`src/rtl/game_pkg.sv`:
```
// game_pkg: definitions shared by the game's display and update logic.
//   - grid size defaults and coordinate/address widths
//   - coordinate-to-address packing {X, Y}, also used for player-location fields
//   - colour constants
//   - frame_scanner state encoding
package game_pkg;

  localparam int X_MAX_DEF = 160;
  localparam int Y_MAX_DEF = 120;
  localparam int X_W       = 8;
  localparam int Y_W       = 7;
  localparam int ADDR_W    = X_W + Y_W;
  localparam int COL_W     = 3;

  localparam logic [COL_W-1:0] COL_EMPTY = 3'b000;

  typedef enum logic [1:0] {
    SC_IDLE  = 2'd0,
    SC_SCAN  = 2'd1,
    SC_DRAIN = 2'd2,
    SC_DONE  = 2'd3
  } scan_state_t;

  function automatic logic [ADDR_W-1:0] xy_to_addr(input logic [X_W-1:0] x,
                                                   input logic [Y_W-1:0] y);
    return {x, y};
  endfunction

endpackage

```
`src/rtl/scan_delay.sv`:
```
// scan_delay: RD_LAT-stage shift register carrying {valid, x, y} of issued
// RAM reads, so the coordinates arrive together with the read data.
//   i_clk    clock
//   i_rst_n  synchronous active-low clear (invalidates every stage)
//   i_vld    a read is issued this cycle
//   i_x/i_y  coordinates of the issued read
//   o_vld    read data for o_x/o_y is on the RAM output this cycle
//   o_any    at least one read is still in flight
module scan_delay
  import game_pkg::*;
#(
  parameter int RD_LAT = 1
) (
  input  logic           i_clk,
  input  logic           i_rst_n,
  input  logic           i_vld,
  input  logic [X_W-1:0] i_x,
  input  logic [Y_W-1:0] i_y,
  output logic           o_vld,
  output logic [X_W-1:0] o_x,
  output logic [Y_W-1:0] o_y,
  output logic           o_any
);

  logic [RD_LAT-1:0]          r_vld;
  logic [RD_LAT-1:0][X_W-1:0] r_x;
  logic [RD_LAT-1:0][Y_W-1:0] r_y;

  // Stage boundary: issue -> delay line (only the valid bits need clearing)
  always_ff @(posedge i_clk) begin
    if (!i_rst_n) begin
      r_vld <= '0;
    end else begin
      r_vld[0] <= i_vld;
      for (int i = 1; i < RD_LAT; i++) begin
        r_vld[i] <= r_vld[i-1];
      end
    end
  end

  always_ff @(posedge i_clk) begin
    r_x[0] <= i_x;
    r_y[0] <= i_y;
    for (int i = 1; i < RD_LAT; i++) begin
      r_x[i] <= r_x[i-1];
      r_y[i] <= r_y[i-1];
    end
  end

  assign o_vld = r_vld[RD_LAT-1];
  assign o_x   = r_x[RD_LAT-1];
  assign o_y   = r_y[RD_LAT-1];
  assign o_any = |r_vld;

endmodule

```
`src/rtl/frame_scanner.sv`:
```
// frame_scanner: on each game tick, reads every cell of the play grid from the
// shared grid RAM (only when granted) and emits one VGA plot per cell in
// raster order (X fastest).
//   CLOCK_50    clock
//   resetn      synchronous active-low reset
//   clonke      game-tick pulse requesting a frame
//   ram_grant   a read may be issued this cycle
//   rd_address  RAM address {x_cnt, y_cnt} while scanning, 0 otherwise
//   rd_q        RAM read data, RD_LAT cycles after the address
//   x/y/colour  registered plot coordinates and colour
//   plot        VGA write strobe
//   busy        a frame is in progress (scan, drain or done)
//   frame_done  one-cycle pulse after the last plot of a frame
module frame_scanner
  import game_pkg::*;
#(
  parameter int X_MAX  = X_MAX_DEF,
  parameter int Y_MAX  = Y_MAX_DEF,
  parameter int RD_LAT = 1
) (
  input  logic              CLOCK_50,
  input  logic              resetn,
  input  logic              clonke,
  input  logic              ram_grant,
  output logic [ADDR_W-1:0] rd_address,
  input  logic [COL_W-1:0]  rd_q,
  output logic [X_W-1:0]    x,
  output logic [Y_W-1:0]    y,
  output logic [COL_W-1:0]  colour,
  output logic              plot,
  output logic              busy,
  output logic              frame_done
);

  scan_state_t    r_state, w_next;
  logic [X_W-1:0] r_x_cnt;
  logic [Y_W-1:0] r_y_cnt;
  logic           r_pending;

  logic           w_issue, w_x_wrap, w_last_cell;
  logic           w_dl_vld, w_dl_any;
  logic [X_W-1:0] w_dl_x;
  logic [Y_W-1:0] w_dl_y;

  assign w_issue     = (r_state == SC_SCAN) && ram_grant;
  assign w_x_wrap    = (r_x_cnt == X_W'(X_MAX - 1));
  assign w_last_cell = w_x_wrap && (r_y_cnt == Y_W'(Y_MAX - 1));

  always_ff @(posedge CLOCK_50) begin
    if (!resetn) r_state <= SC_IDLE;
    else         r_state <= w_next;
  end

  always_comb begin
    w_next     = r_state;
    busy       = 1'b1;
    frame_done = 1'b0;
    rd_address = '0;
    case (r_state)
      SC_IDLE: begin
        busy = 1'b0;
        if (clonke || r_pending) w_next = SC_SCAN;
      end
      SC_SCAN: begin
        rd_address = xy_to_addr(r_x_cnt, r_y_cnt);
        if (w_issue && w_last_cell) w_next = SC_DRAIN;
      end
      // Leave only once the final read has reached the output registers.
      SC_DRAIN: if (!w_dl_any) w_next = SC_DONE;
      SC_DONE: begin
        frame_done = 1'b1;
        w_next     = SC_IDLE;
      end
      default: w_next = SC_IDLE;
    endcase
  end

  // Counters stop on the last cell, so they never leave the grid.
  always_ff @(posedge CLOCK_50) begin
    if (!resetn) begin
      r_x_cnt   <= '0;
      r_y_cnt   <= '0;
      r_pending <= 1'b0;
    end else begin
      if (r_state == SC_IDLE) begin
        if (clonke || r_pending) begin
          r_x_cnt   <= '0;
          r_y_cnt   <= '0;
          r_pending <= 1'b0;
        end
      end else if (clonke) begin
        r_pending <= 1'b1;
      end
      if (w_issue && !w_last_cell) begin
        if (w_x_wrap) begin
          r_x_cnt <= '0;
          r_y_cnt <= r_y_cnt + 1'b1;
        end else begin
          r_x_cnt <= r_x_cnt + 1'b1;
        end
      end
    end
  end

  scan_delay #(.RD_LAT(RD_LAT)) u_delay (
    .i_clk   (CLOCK_50),
    .i_rst_n (resetn),
    .i_vld   (w_issue),
    .i_x     (r_x_cnt),
    .i_y     (r_y_cnt),
    .o_vld   (w_dl_vld),
    .o_x     (w_dl_x),
    .o_y     (w_dl_y),
    .o_any   (w_dl_any)
  );

  // Stage boundary: RAM data + delayed coordinates -> plot registers
  always_ff @(posedge CLOCK_50) begin
    if (!resetn) begin
      x      <= '0;
      y      <= '0;
      colour <= COL_EMPTY;
      plot   <= 1'b0;
    end else begin
      plot <= w_dl_vld;
      if (w_dl_vld) begin
        x      <= w_dl_x;
        y      <= w_dl_y;
        colour <= rd_q;
      end
    end
  end

endmodule

```
`config.mk`:
```
export PLATFORM = sky130hd
export DESIGN_NAME = frame_scanner
export DESIGN_NICKNAME = d
export VERILOG_FILES = /design/src/rtl/game_pkg.sv /design/src/rtl/scan_delay.sv /design/src/rtl/frame_scanner.sv
export SDC_FILE = /design/constraint.sdc
export NUM_CORES = 1
export LEC_CHECK = 0
export ABC_AREA = 1
export BUFFER_PORTS_ARGS = -buffer_cell sky130_fd_sc_hd__buf_2
export CAP_MARGIN = 20
export CORE_MARGIN = 10
export CORE_UTILIZATION = 49
export CTS_BUF_LIST = sky130_fd_sc_hd__clkbuf_16
export DETAILED_ROUTE_END_ITERATION = 10
export GPL_TIMING_DRIVEN = 0
export HOLD_SLACK_MARGIN = 0.12
export MAX_ROUTING_LAYER = met4
export PLACE_DENSITY_LB_ADDON = 0.1
export REMOVE_ABC_BUFFERS = 1
export SKIP_LAST_GASP = 1
export SLEW_MARGIN = 20
export SYNTH_ARGS = -nofsm -noshare
export SYNTH_HDL_FRONTEND = slang
export SYNTH_HIERARCHICAL = 1
export SYNTH_SLANG_ARGS = --single-unit
```
`constraint.sdc`:
```
create_clock -name CLOCK_50 -period 1.3 [get_ports CLOCK_50]
set_input_delay 0.13 -clock CLOCK_50 [delete_from_list [all_inputs] [get_ports CLOCK_50]]
set_output_delay 0.13 -clock CLOCK_50 [all_outputs]
set_load 0.005 [all_outputs]
```
After elaboration in Yosys (flattened, before gate mapping) --
Index checks and enable logic that the tools add are counted.
Word-level totals: latch bits 0, memory bits (read-only) 0, output and inout port bits 36, memories 0, input port bits 7, memory bits (writable) 0, bits in registers 53
Operators by class: muxes and demuxes 18, $add $sub $neg 2, equality and inequality tests 8, bitwise gates (word level) 0, shifts and indexed selects 0, order comparisons 0, multiply operators 0, divide/modulo/power cells 0, reductions and logical operators 13
Operators with widths (count):
- 2-to-1 mux 8 bit | 4
- 2-to-1 mux 7 bit | 4
- 2-to-1 mux 15 bit | 1
- adder 8 x 1 -> 8 bit (second input constant) | 1
- == test 8 bit (second input constant) | 1
- one-hot mux 2 bit (4 select lines) | 1
- adder 7 x 1 -> 7 bit (second input constant) | 1
- == test 7 bit (second input constant) | 1
- 2-to-1 mux 2 bit | 3
- nonzero test 2 bit | 3
- 2-to-1 mux 1 bit | 5
- == test 2 bit (second input constant) | 2
- logical AND 1 bit | 4
- inequality test 2 x 1 -> 1 bit (second input constant) | 2
- AND reduction 2 bit | 2
- AND reduction 3 bit | 1
- == test 2 x 1 -> 1 bit (second input constant) | 1
- logical NOT 2 bit | 1
- inequality test 2 bit (second input constant) | 1
- logical NOT 1 bit | 1
- logical OR 1 bit | 1

Longest topological paths before layout --
depth in word-level cells 6, gate-level depth with buffers 9, depth with buffers taken out 9

Modules after synthesis --
The synthesis kept the hierarchy.
By module, submodules not included:
- frame_scanner | area each 1901.8 µm², instances 1, cells each 271
- scan_delay | area each 335.3 µm², instances 1, cells each 19

Least setup slack after synthesis --
OpenSTA, ideal clock, no wires.
kind register to register, start point reg r_state[1], end point reg r_y_cnt[6], data required time 1.180 ns, path slack -0.089 ns, cell stages (with the launch flop) 9, path buffers 1, clock period less this slack 1.389 ns, arrival time 1.269 ns, cells stage by stage dfxtp_1 > inv_1 > ha_1 > buf_2 > nand2_1 > inv_2 > nand4_1 > nor2_1 > a21oi_2
On the way: longest elaborated chain between the ends 4
RTL lines:
- start: declaration | line frame_scanner.sv:35 | scan_state_t r_state, w_next;
- start signal: assignment | line frame_scanner.sv:51 | else r_state <= w_next;
- == test 2 x 1 -> 1 bit | line frame_scanner.sv:45 | assign w_issue = (r_state == SC_SCAN) && ram_grant;
- logical AND 1 bit | line frame_scanner.sv:45
- net w_issue | line frame_scanner.sv:40 | logic w_issue, w_x_wrap, w_last_cell;
- logical AND 1 bit | line frame_scanner.sv:94 | if (w_issue && !w_last_cell) begin
- 2-to-1 mux 7 bit | line frame_scanner.sv:94
- end signal: assignment | line frame_scanner.sv:97 | r_y_cnt <= r_y_cnt + 1'b1;
- end: declaration | line frame_scanner.sv:37 | logic [Y_W-1:0] r_y_cnt;
The timed path passes the listed nets, and every way through them passes these cells. A chain may end at the register's enable or synchronous reset.

Worst setup path after layout --
start point reg r_x_cnt[1], end point reg r_y_cnt[6]
On the way: longest elaborated chain between the ends 5
RTL lines:
- start: declaration | line frame_scanner.sv:36 | logic [X_W-1:0] r_x_cnt;
- start signal: assignment | line frame_scanner.sv:99 | r_x_cnt <= r_x_cnt + 1'b1;
- == test 8 bit (*) | line frame_scanner.sv:46 | assign w_x_wrap = (r_x_cnt == X_W'(X_MAX - 1));
- logical AND 1 bit | line frame_scanner.sv:47 | assign w_last_cell = w_x_wrap && (r_y_cnt == Y_W'(Y_MAX - 1));
- logical NOT 1 bit | line frame_scanner.sv:94
- logical AND 1 bit | line frame_scanner.sv:94
- 2-to-1 mux 7 bit (*) | line frame_scanner.sv:94
Every way passes the cells marked *; elsewhere a longest branch is shown, timed or not.

==> impl_metrics.toml <==
[floorplan]
die_x_um = 87.6
design.die.area_mm2 = 0.00767
coreArea_mm2 = 0.00438
rows = 24
io_pins = 43
die_y_um = 87.6
initial_utilization_pct = 51.0

[global_routing]
gr-total-overflow = 0
grt_pass1_vias = 1853
grt_antenna_before_repair = 0
grt_pass1_wl_um = 9030
grt_use_total_pct = 14.8
grt_max_degree = 31

[routing]
first_pass_iters = 4
drc_errors = 0
drtIter0Drc = 127
wirelength_um = 5810
vias = 2074
antenna_left = 0
wl_per_cell_um = 14.3
routed_via_density = 5.10

[synth]
synthAdderAreaFrac_pct = 3.91
synth-simple-area-share_pct = 27.6
synthCells = 290
ys_warn_count = 6
yosysSeqAreaShare_pct = 47.4
yosysUniqueCellTypes = 30
synth_compound_area_share_pct = 12.0
synth_xor_area_share_pct = 0.391
synth_edf_count = 0
ys_ff_latch = 53
synth_top_family_by_area = "simple AND/OR/NAND/NOR gates"
async_flop_share_pct = 0
ys.flop_type = "dfxtp_1"
synth_mux_area_share_pct = 0
synth.avg_cell_area_um2 = 7.71
synth_area_mm2 = 0.00224

[placed_design]
port_buffers = 42
place.gp.congestion = 0.842
dp_hpwl_um = 3260
post-place-ws_ns = -0.700

[outcome]
status = "complete, but fails checks"
failed_checks = "setup timing"

[worst_setup_path]
arrival_ns = 1.56
critPathMaxFanout = 8
critPathCaptureType = "register"
worst-setup-path-type = "reg -> reg"
worstRegToRegCells = 6
r2r_slack_ns = -0.09
cp_data_required_time_ns = 1.47
worstReg2RegEnd = "r_y_cnt[6]"
r2r_start = "r_x_cnt[1]"
setup.worst_path.start_class = "register"

[sta]
rsz0062_at_grt = "yes"
finalClockSkew_ns = 0.00694
setup_ws_ns = -0.0936
clock.fmax_mhz = 718
totalNegativeSetupSlack_ns = -1.41
hold_viol = 0
tightestPinTransition_ns = 0.547
setup_viol = 31
maxSlewHeadroom_pct = 63.6
finalCritPeriodShare_pct = 107
maxSlewViolCount = 0
fin_hold_ws_ns = 0.181
finalCriticalPeriod_ns = 1.39

[clock_network]
htreeDepth = 2
clockBufferDepth = 2
cts_root_buffer = "clkbuf_16"
clkTransAtPathRegs_ns = 0.07
cts_tree = "built"
clk_latency_ns = 0.29
cts_num_sinks = 53
cts-buffers-inserted = 5

[final_layout]
area_delta_synth_final_pct = 42.2
drive_above_1_share_pct = 43.9
final_nets = 368
antenna_cells = 0

[hold_path]
holdPathStages = 3
hp-start = "clonke"
min_to = "r_pending"
worstHoldPathType = "in -> reg"

[pwr]
vdd_drop_max_mv = 1.33
powerDensity_mw_per_mm2 = 1510
power_leakage_nw = 1.62

[run]
drv_cap = 0
cell type report:
class	count	area, µm²
clock buffer	5	125
clock inverter	3	18.8
fill	330	1200
inverter	36	145
multi-input combinational	192	1230
sequential	53	1090
tap	52	65.1
timing repair buffer	66	507
registers in the layout, indices dropped and copies added (netlist names), 2 cells and up:
name,count
u_delay/o_x,8
r_y_cnt,7
x,8
colour,3
r_x_cnt,8
u_delay/o_y,7
y,7
r_state,2
power by group:
| group | total (mW) | internal (mW) | switching, mW |
|---|---|---|---|
| logic | 1.65 | 0.754 | 0.895 |
| registers | 1.89 | 1.77 | 0.115 |
| clock network | 1.28 | 0.707 | 0.572 |
how the worst max path moves through the flow:
stage / from / end / slack (ns) / cells past startpoint
final: r_x_cnt[1] / r_y_cnt[6] / -0.09 / 6
after CTS: r_state[1] / r_y_cnt[6] / -0.06 / 7
after global placement: r_state[0] / r_y_cnt[4] / -0.68 / 7
after global routing: r_x_cnt[1] / r_y_cnt[6] / -0.19 / 6
after detailed placement: r_state[1] / r_y_cnt[6] / -0.70 / 7
after floorplan: r_state[1] / r_y_cnt[6] / -0.29 / 7
Yosys cell counts, drive strengths merged, types with 2 or more instances:
library cell	count	share of area, %
nand4	3	0.84
clkbuf	5	0.84
a21oi	15	3.9
buf	6	1.8
nand3	23	6.2
dfxtp	53	47
nor2	58	11
o21ai	31	7.4
inv	34	5.7
clkinv	2	0.34
ha	7	3.9
nand2	48	9.3
placed cells by master (no fill, tap or decap), types with 6 or more instances in the layout:
master,count
dfxtp_2,12
nand3_1,18
inv_2,15
nand2_2,9
a21oi_2,6
dfxtp_1,36
buf_6,15
nand2_1,28
a21oi_1,9
o21ai_2,6
nand2_4,11
buf_4,15
o21ai_0,23
inv_1,18
buf_2,31
nor2_1,52
per-stage QoR:
stage | instances | total power, mW | instance area (µm²) | util, %
after floorplan | 279 | 2.47 | 2180 | -
after global placement | 373 | 2.76 | 2450 | 55.9
after detailed placement | 373 | 2.78 | 2450 | 55.9
after CTS | 401 | 4.46 | 2940 | 67.1
after global routing | 407 | 5.08 | 3180 | 72.6
final | 407 | 4.81 | 3180 | 72.6
metal layers:
layer  global-route usage [%]  up-vias  share of wire (%)
met2                     23.5       64                 48
met5                        -        -                  0
met1                     17.9      954                 43
met4                     4.06        0                1.8
met3                     4.18        9                7.1
li1                         -     1047                  -
critical path: stages (launching register included):
cell and delay (ns):
dfxtp_4 0.36, ha_4 0.15, nand3_4 0.10, nor2_8 0.21, nand4_1 0.20, nor2_2 0.18
a21oi_2 0.07
logic make-up (layout without fill, tap and decap cells):
group,after synthesis,count (layout)
buffers and inverters,47,110
XOR/XNOR,1,1
flip-flops,53,53
adder cells (fa/ha/maj),7,7
AO/OA/AOI/OAI,48,48
AND/OR/NAND/NOR,134,136
timing repair:
item | in CTS | in global routing
endpoints found under the hold margin | 3 | 0
endpoints found under the setup margin | 52 | 51
pin swaps | 11 | 13
gates cloned | 2 | 0
hold buffers | 3 | 0
gates resized for setup | 56 | 60
setup buffers | 15 | 6
Power figures use the tool's default switching activity.
